`config.mk`:
```
export PLATFORM = sky130hd
export DESIGN_NAME = muldiv_unit
export DESIGN_NICKNAME = d
export VERILOG_FILES = /design/src/rtl/muldiv_unit.sv
export SDC_FILE = /design/constraint.sdc
export NUM_CORES = 1
export LEC_CHECK = 0
export ABC_CLOCK_PERIOD_IN_PS = 3280
export BUFFER_PORTS_ARGS = -buffer_cell sky130_fd_sc_hd__buf_2
export CAP_MARGIN = 30
export CORE_ASPECT_RATIO = 0.75
export CORE_UTILIZATION = 30
export DETAILED_ROUTE_END_ITERATION = 12
export PLACE_DENSITY = 0.58
export SYNTH_ARGS = -nofsm -noshare
export SYNTH_HDL_FRONTEND = slang
export SYNTH_SLANG_ARGS = --single-unit
```
`constraint.sdc`:
```
create_clock -name clk -period 3.28 [get_ports clk]
set_input_delay 0.656 -clock clk [delete_from_list [all_inputs] [get_ports clk]]
set_output_delay 0.656 -clock clk [all_outputs]
set_load 0.05 [all_outputs]
```
`src/rtl/muldiv_unit.sv`:
```
// Multi-cycle RV32M/RV64M multiply/divide unit: radix-2 shift-add multiply, restoring divide.
// Optional FAST_MUL_EN: multiplies resolve at accept through a combinational multiplier.
module muldiv_unit #(
   parameter int unsigned XLEN  = 32,
   parameter int unsigned TAG_W = 5
) (
   input  logic             clk,
   input  logic             reset_n,
   input  logic             flush,
   input  logic             in_valid,
   output logic             in_ready,
   input  logic [2:0]       in_funct3,
   input  logic [XLEN-1:0]  in_a,
   input  logic [XLEN-1:0]  in_b,
   input  logic [TAG_W-1:0] in_tag,
   output logic             out_valid,
   input  logic             out_ready,
   output logic [XLEN-1:0]  out_result,
   output logic [TAG_W-1:0] out_tag,
   output logic             busy
);

   localparam int unsigned CNT_W = $clog2(XLEN + 1);

   typedef enum logic [1:0] {IDLE, CALC, FIXUP, DONE} state_t;

   state_t              state;
   logic [2:0]          funct3;
   logic [TAG_W-1:0]    tag;
   logic                sign_a, sign_b;
   logic [XLEN-1:0]     abs_a, abs_b, quo;
   logic [XLEN:0]       rem;
   logic [2*XLEN-1:0]   prod;
   logic [CNT_W-1:0]    cnt;

   logic                is_div, a_signed, b_signed, a_neg, b_neg, div_zero, div_ovf;
   logic [XLEN-1:0]     abs_a_in, abs_b_in, spec_res;
   logic [XLEN:0]       mul_sum;
   logic [XLEN+1:0]     div_shift;
   logic                div_ge;
   logic [2*XLEN-1:0]   prod_fix;
   logic [XLEN-1:0]     quo_fix, rem_fix, fix_res;

   // Request decode: operand signedness and the divide cases resolved at accept
   always_comb begin
      is_div   = in_funct3[2];
      a_signed = is_div ? !in_funct3[0] : (in_funct3 != 3'b011);
      b_signed = is_div ? !in_funct3[0] : !in_funct3[1];
      a_neg    = a_signed & in_a[XLEN-1];
      b_neg    = b_signed & in_b[XLEN-1];
      abs_a_in = a_neg ? -in_a : in_a;
      abs_b_in = b_neg ? -in_b : in_b;
      div_zero = is_div && (in_b == '0);
      div_ovf  = is_div && !in_funct3[0] && (in_a == {1'b1, {(XLEN-1){1'b0}}}) && (in_b == '1);
      if (div_zero) spec_res = in_funct3[1] ? in_a : '1;
      else          spec_res = in_funct3[1] ? '0 : in_a;
   end

   // One radix-2 step of each datapath plus the sign fixup of the final values
   always_comb begin
      mul_sum   = {1'b0, prod[2*XLEN-1:XLEN]} + {1'b0, (prod[0] ? abs_a : '0)};
      div_shift = {rem, quo[XLEN-1]};
      div_ge    = div_shift >= {2'b00, abs_b};
      prod_fix  = (sign_a ^ sign_b) ? -prod : prod;
      quo_fix   = (sign_a ^ sign_b) ? -quo : quo;
      rem_fix   = sign_a ? -rem[XLEN-1:0] : rem[XLEN-1:0];
      if (funct3[2])                fix_res = funct3[1] ? rem_fix : quo_fix;
      else if (funct3[1:0] == 2'b00) fix_res = prod_fix[XLEN-1:0];
      else                          fix_res = prod_fix[2*XLEN-1:XLEN];
   end

`ifdef FAST_MUL_EN
   logic [2*XLEN-1:0] fast_prod;
   logic [XLEN-1:0]   fast_res;

   // Sign- or zero-extend by one bit so a single signed multiplier covers all variants
   always_comb begin
      fast_prod = (2*XLEN)'($signed({a_signed & in_a[XLEN-1], in_a}) *
                            $signed({b_signed & in_b[XLEN-1], in_b}));
      fast_res  = (in_funct3[1:0] == 2'b00) ? fast_prod[XLEN-1:0] : fast_prod[2*XLEN-1:XLEN];
   end
`endif

   always_ff @(posedge clk or negedge reset_n) begin
      if (!reset_n) begin
         state      <= IDLE;
         in_ready   <= 1'b1;
         out_valid  <= 1'b0;
         out_result <= '0;
         out_tag    <= '0;
         busy       <= 1'b0;
         funct3     <= '0;
         tag        <= '0;
         sign_a     <= 1'b0;
         sign_b     <= 1'b0;
         abs_a      <= '0;
         abs_b      <= '0;
         quo        <= '0;
         rem        <= '0;
         prod       <= '0;
         cnt        <= '0;
      end else if (flush) begin
         state     <= IDLE;
         in_ready  <= 1'b1;
         out_valid <= 1'b0;
         busy      <= 1'b0;
      end else begin
         case (state)
            IDLE: begin
               if (in_valid) begin
                  funct3   <= in_funct3;
                  tag      <= in_tag;
                  sign_a   <= a_neg;
                  sign_b   <= b_neg;
                  abs_a    <= abs_a_in;
                  abs_b    <= abs_b_in;
                  prod     <= {{XLEN{1'b0}}, abs_b_in};
                  quo      <= abs_a_in;
                  rem      <= '0;
                  cnt      <= CNT_W'(XLEN);
                  in_ready <= 1'b0;
                  busy     <= 1'b1;
                  if (div_zero || div_ovf) begin
                     state      <= DONE;
                     out_valid  <= 1'b1;
                     out_result <= spec_res;
                     out_tag    <= in_tag;
                  end
`ifdef FAST_MUL_EN
                  else if (!is_div) begin
                     state      <= DONE;
                     out_valid  <= 1'b1;
                     out_result <= fast_res;
                     out_tag    <= in_tag;
                  end
`endif
                  else begin
                     state <= CALC;
                  end
               end
            end
            CALC: begin
               if (funct3[2]) begin
                  quo <= {quo[XLEN-2:0], div_ge};
                  rem <= div_ge ? (XLEN+1)'(div_shift - {2'b00, abs_b}) : (XLEN+1)'(div_shift);
               end else begin
                  prod <= {mul_sum, prod[XLEN-1:1]};
               end
               cnt <= cnt - CNT_W'(1);
               if (cnt == CNT_W'(1)) state <= FIXUP;
            end
            FIXUP: begin
               out_result <= fix_res;
               out_tag    <= tag;
               out_valid  <= 1'b1;
               state      <= DONE;
            end
            DONE: begin
               if (out_ready) begin
                  state     <= IDLE;
                  out_valid <= 1'b0;
                  in_ready  <= 1'b1;
                  busy      <= 1'b0;
               end
            end
            default: state <= IDLE;
         endcase
      end
   end

endmodule

```
==> flow_summary.yaml, run 1 <==
drt:
  drt.antenna.violating_nets: 0
  wire_per_inst_um: 22.7
  drcViolationCount: 0
  drt_pass1_iterations: 5
  drt-total-wl_um: 83100
  via_per_inst: 5.63
  drtIter0Drc: 2289
  vias: 20600
floorplanning:
  num_io_pins: 117
  dieArea_um2: 65200
  start_util: 0.303
  placeableCoreArea_um2: 63500
  die_w_um: 294
  num_rows: 80
  die_y_um: 221
final_layout:
  drive_gt1_frac: 0.247
  final_area_um2: 25300
  multiInputGateArea_um2: 12900
  utilization: 0.399
  fillCellCount: 6378
  fin_nets: 2929
  seqCellArea_um2: 6280
  area_delta_synth_final_pct: 31.6
  layout.cells.non_filler: 3659
  num_antenna_cells: 0
timing:
  setup_violations: 6
  fin_skew_ps: 17.4
  hold_viol_final: 0
  fmax_mhz: 301
  slew_viol_final: 0
  whs_ps: 14.9
  rsz0062_at_grt: "true"
  relSlewSlack: 0.335
  worst_pin_slew_ps: 998
  fin_crit_ps: 3330
  period_share: 1.01
  worst_slack_ps: -46.9
clocking:
  path_clk_slew_ps: 70
  cts_htree_levels: 1
  clock-root-buffer: "clkbuf_16"
  cts_tree: "done"
  cts.path.max_buffers: 3
  numClockSinks: 251
  numCtsBuffers: 30
  insertion_delay_ps: 590
synth:
  avgSynthCellArea_um2: 8.01
  synth_cell_types: 86
  synth_enable_flop_cells: 0
  yosys_register_bits: 251
  synth_area_um2: 19200
  synth_flop_cell: "dfrtp_1"
  yosys_warnings: 0
  synthArstFlopShare: 1.00
  seq_area_frac_synth: 0.326
  syn_inst: 2402
  syn_nets: 2557
grt:
  antenna_found_initial: 3
  overflow: 0
  grt_start_max_net_pins: 97
  first_global_vias: 19500
  grt.total_usage: 0.248
  grt_pass1_wl_um: 124000
worst_setup_path:
  crit_required_ps: 3800
  endpoint_kind: "flip-flop"
  path_buf_inv: 4
  worstPathMaxFanout: 4
  crit_family: "simple AND/OR/NAND/NOR gates"
  arrival_ps: 3840
  crit_type: "reg2reg"
  r2r_slack_ps: -50
  cp-start-kind: "flip-flop"
  timing.critical_path.cells: "or4_4 -> or4_4 -> buf_6 -> buf_4 -> nor4_4 -> buf_6 -> nand4b_4 -> buf_4 -> o21ai_2 -> xor2_2 -> a211oi_2 -> o21ai_1 -> nand2_1"
  critPathMaxStageDelay_ps: 550
  crit_slowest_cell: "or4_4"
status:
  status: "complete, but fails checks"
  failed_checks: "negative setup slack"
placed_design:
  io_buffers: 116
  placedInstanceArea_um2: 23200
  dp.cells: 3578
  pre_cts_ws_ps: -1210
  hpwl_um: 64600
  finalWeightedCongestion: 1.01
power_and_ir_drop:
  p_leak_nw: 11.4
  swShare: 0.491
  powerDensity_nw_per_um2: 940
  comb_power_share: 0.621
  clock_power_share: 0.153
  pwr-share-seq: 0.227
  p_switching_mw: 11.7
  ir_drop_mv: 0.677
  intPower_mw: 12.1
job:
  maxCapViolCount: 0
worst_hold_path:
  min_path_type: "in2async"
==> synthesized netlist by cell type, types with 53 or more instances <==
cell | instances | area share
ha_1 | 76 | 0.049
dfrtp_1 | 250 | 0.33
mux2i_1 | 53 | 0.028
clkbuf_1 | 124 | 0.024
xnor2_1 | 93 | 0.042
a21oi_1 | 204 | 0.053
nand2_1 | 292 | 0.057
nor3_1 | 57 | 0.015
xor2_1 | 125 | 0.057
nor2_1 | 197 | 0.038
inv_1 | 76 | 0.015
o21ai_0 | 253 | 0.066
==> per-layer routing <==
layer	vias to the layer above	track usage	wire length [µm]
met5	-	0	0
met4	0	0.0521	2010
met3	112	0.0471	7210
met2	919	0.373	35700
met1	10100	0.367	38200
li1	9441	-	-
==> repair_timing <==
action                                  4_1_cts  5_1_grt
hold buffers                                  0        0
cloned                                        2        1
pin swaps                                    30       61
endpoints found under the setup margin       83       72
endpoints found under the hold margin         0        0
buffers inserted                             16       10
resized for setup                            76      112
==> final timing paths <==
path,from,to,cells after the start
worst max-delay path,prod[23],out_result[19],13
worst min-delay path,reset_n,rem[4],1
worst max register to register,prod[23],out_result[19],13
worst min register to register,abs_a[24],abs_a[24],2
max in group asynchronous,reset_n,out_result[28],2
min in group clk,in_tag[3],tag[3],3
==> state kept, by name (all words and copies together), names as in the netlist, 3 cells and up <==
| signal | count |
|---|---|
| prod | 64 |
| rem | 33 |
| abs_a | 32 |
| abs_b | 32 |
| out_result | 32 |
| quo | 32 |
| cnt | 6 |
| out_tag | 5 |
| tag | 5 |
| funct3 | 3 |
==> stage by stage <==
| stage | setup TNS [ps] | power, mW |
|---|---|---|
| floorplan | 0 | 13.4 |
| global placement | -33370 | 18.7 |
| detailed placement | -38390 | 18.9 |
| CTS | -237 | 23.0 |
| global route | -724 | 25.1 |
| finish | -136 | 23.8 |
==> power groups by stage <==
| stage | combinational (mW) | sequential (mW) | clock, mW |
|---|---|---|---|
| 2_1_floorplan | 7.56 | 5.80 | 0 |
| 3_3_place_gp | 13.3 | 5.34 | 0 |
| 3_5_place_dp | 13.5 | 5.36 | 0 |
| 4_1_cts | 14.0 | 5.34 | 3.67 |
| 5_1_grt | 15.8 | 5.50 | 3.82 |
| 6_report | 14.8 | 5.40 | 3.63 |
==> layout by cell type (no fill, tap or decap), types with 51 or more instances in the layout <==
master / netlist / final
buf_4: 0 / 330
ha_1: 76 / 60
xnor2_1: 93 / 90
mux2i_1: 53 / 51
o21ai_0: 253 / 231
dfrtp_1: 250 / 248
xor2_1: 125 / 123
buf_2: 6 / 114
a21oi_1: 204 / 192
nor2_1: 197 / 191
nand2_1: 292 / 286
inv_1: 76 / 74
==> worst register-to-register path, stage by stage, from the launching register on <==
cell and delay [ps]:
dfrtp_1 380, or4_4 540, or4_4 550, buf_6 150, buf_4 140, nor4_4 150, buf_6 180, nand4b_4 140
buf_4 170, o21ai_2 140, xor2_2 120, a211oi_2 360, o21ai_1 140, nand2_1 70
==> logic make-up after synthesis <==
kind of cell,share of synthesized area
buf+inv,0.0439
flops,0.326
simple gates,0.196
mux,0.0282
fa+ha+maj,0.0598
compound gates,0.246
xor+xnor,0.0992
==> final cells by class <==
class / count / area share
Clock inverter: 18 / 0.00820
Timing Repair Buffer: 480 / 0.145
Tap cell: 861 / 0.0425
Sequential cell: 251 / 0.248
Clock buffer: 38 / 0.0336
Inverter: 79 / 0.0118
Multi-Input combinational cell: 1932 / 0.511
(Power assumes the default switching activity.)
==> run 2, diff against run 1 <==
--- a/config.mk
+++ b/config.mk
@@ -5,7 +5,7 @@
 export SDC_FILE = /design/constraint.sdc
 export NUM_CORES = 1
 export LEC_CHECK = 0
-export ABC_CLOCK_PERIOD_IN_PS = 3280
+export ABC_CLOCK_PERIOD_IN_PS = 3000
 export BUFFER_PORTS_ARGS = -buffer_cell sky130_fd_sc_hd__buf_2
 export CAP_MARGIN = 30
 export CORE_ASPECT_RATIO = 0.75
==> constraint.sdc (replaced) <==
create_clock -name clk -period 3 [get_ports clk]
set_input_delay 0.6 -clock clk [delete_from_list [all_inputs] [get_ports clk]]
set_output_delay 0.6 -clock clk [all_outputs]
set_load 0.02 [all_outputs]
==> flow_summary.yaml, run 2 (synthesis gave the netlist of run 1 again) <==
status:
  status: "complete, but fails checks"
  failed_checks: "negative setup slack"
timing:
  worst_slack_ps: -272
  fmax_mhz: 306
  worst_pin_slew_ps: 871
  slew_viol_final: 0
  rsz0062_at_grt: "true"
  relSlewSlack: 0.417
  fin_crit_ps: 3270
  fin_skew_ps: 13.5
  setup_violations: 51
  hold_viol_final: 0
  period_share: 1.09
floorplanning:
  dieArea_um2: 65200
  num_rows: 80
  die_w_um: 294
  die_y_um: 221
  num_io_pins: 117
  start_util: 0.303
  placeableCoreArea_um2: 63500
final_layout:
  final_common_cell: "buf_4"
  drive_gt1_frac: 0.326
  reg.largest.list: "prod: 64 flops, rem: 33 flops"
  layout.cells.non_filler: 3809
  fin_nets: 3077
  largest_register_ffs: 64
  final_area_um2: 27500
  area_delta_synth_final_pct: 42.6
  layout_common_cells: "449 x buf_4, 281 x nand2_1, 246 x dfrtp_1, 173 x o21ai_0, 170 x a21oi_1"
  top_register: "prod"
  fillCellCount: 6231
worst_setup_path:
  path_buf_inv: 1
  worstPathMaxFanout: 2
  r2r_slack_ps: -270
  critPathMaxStageDelay_ps: 560
  crit_top_cell: "or4_4"
  crit_required_ps: 3470
  timing.critical_path.cells: "or4_4 -> or4_4 -> nor4_4 -> nand4b_2 -> or4_4 -> o31a_1 -> a21oi_2 -> buf_4 -> o21ai_2"
  crit_slowest_cell: "or4_4"
  arrival_ps: 3740
  crit_family: "simple AND/OR/NAND/NOR gates"
  crit_type: "reg2reg"
  cp-start-kind: "flip-flop"
  endpoint_kind: "flip-flop"
drt:
  vias: 21600
  drt-total-wl_um: 89300
  met3_length_um: 9530
  drt.antenna.violating_nets: 0
  via_per_inst: 5.68
  dr_wl_met2_um: 36800
  routed.top_layer: "met4"
  wire_per_inst_um: 23.4
  drcViolationCount: 0
  drt_pass1_iterations: 6
  drt-met1-wl_um: 40700
  drtIter0Drc: 2495
job:
  maxCapViolCount: 0
grt:
  overflow: 0
  grt_pass1_wl_um: 130000
  grt.total_usage: 0.263
  grt_start_max_net_pins: 78
  first_global_vias: 20300
  antenna_found_initial: 6
clocking:
  cts_hold_buf: 0
  cts_tree: "done"
  cts_htree_levels: 1
  path_clk_slew_ps: 70
  numCtsBuffers: 29
  clock-root-buffer: "clkbuf_16"
  numClockSinks: 251
  cts.path.max_buffers: 3
  insertion_delay_ps: 580
power_and_ir_drop:
  ir_drop_mv: 0.626
  p_total_mw: 28.1
  p_leak_nw: 12.3
  powerDensity_nw_per_um2: 1030
worst_hold_path:
  min_path_type: "in2async"
placed_design:
  finalWeightedCongestion: 1.02
  hpwl_um: 68100
  dp.cells: 3704
  placedInstanceArea_um2: 24300
  pre_cts_ws_ps: -718
  io_buffers: 116
run 2: repair_timing:
| item | CTS | global route |
|---|---|---|
| hold endpoints to repair | 0 | 0 |
| setup buffers | 25 | 27 |
| gates resized for setup | 179 | 264 |
| pin swaps | 89 | 151 |
| endpoints found under the setup margin | 79 | 83 |
| cloned | 2 | 6 |
run 2: worst reg2reg max path: cells and delay by family (launching register included):
kind	cells	cell delay [ps]
and+or+nand+nor	5	2020
AOI/OAI and AO/OA	3	580
DFF	1	380
buffers and inverters	1	170
run 2: final cells by class:
class / count / area (µm²) / area share
clock buffer: 39 / 793 / 0.0289
sequential: 251 / 6290 / 0.229
antenna: 5 / 12.5 / 0.000456
inverter: 79 / 297 / 0.0108
tap: 861 / 1080 / 0.0392
clock inverter: 13 / 146 / 0.00533
multi-input combinational: 1932 / 13900 / 0.507
timing repair buffer: 629 / 4920 / 0.179
run 2: per-layer routing:
layer / GRT usage / up-vias
li1: - / 9734
met5: 0 / -
met3: 0.0603 / 147
met1: 0.400 / 10600
met4: 0.0610 / 0
met2: 0.369 / 1133
run 2: power by group:
group | internal, mW | switching, mW
clock | 2.10 | 1.62
sequential | 4.67 | 1.14
combinational | 7.42 | 11.2
run 2: stage by stage:
step	hold WS, ps	TNS [ps]	util
3_5_place_dp	460	-34030	0.382
4_1_cts	35.7	-2990	0.412
6_report	10.9	-4800	0.433
2_1_floorplan	304	-146	-
5_1_grt	65.1	-9760	0.432
3_3_place_gp	458	-27790	0.382
run 2: worst paths after layout:
kind / cells past startpoint / startpoint / endpoint
min in group clk: 3 / in_tag[4] / tag[4]
max in group asynchronous: 2 / reset_n / prod[0]
hold reg to reg: 2 / abs_a[31] / abs_a[31]
setup / recovery: 9 / prod[34] / out_result[25]
setup reg to reg: 9 / prod[34] / out_result[25]
hold / removal: 1 / reset_n / tag[0]
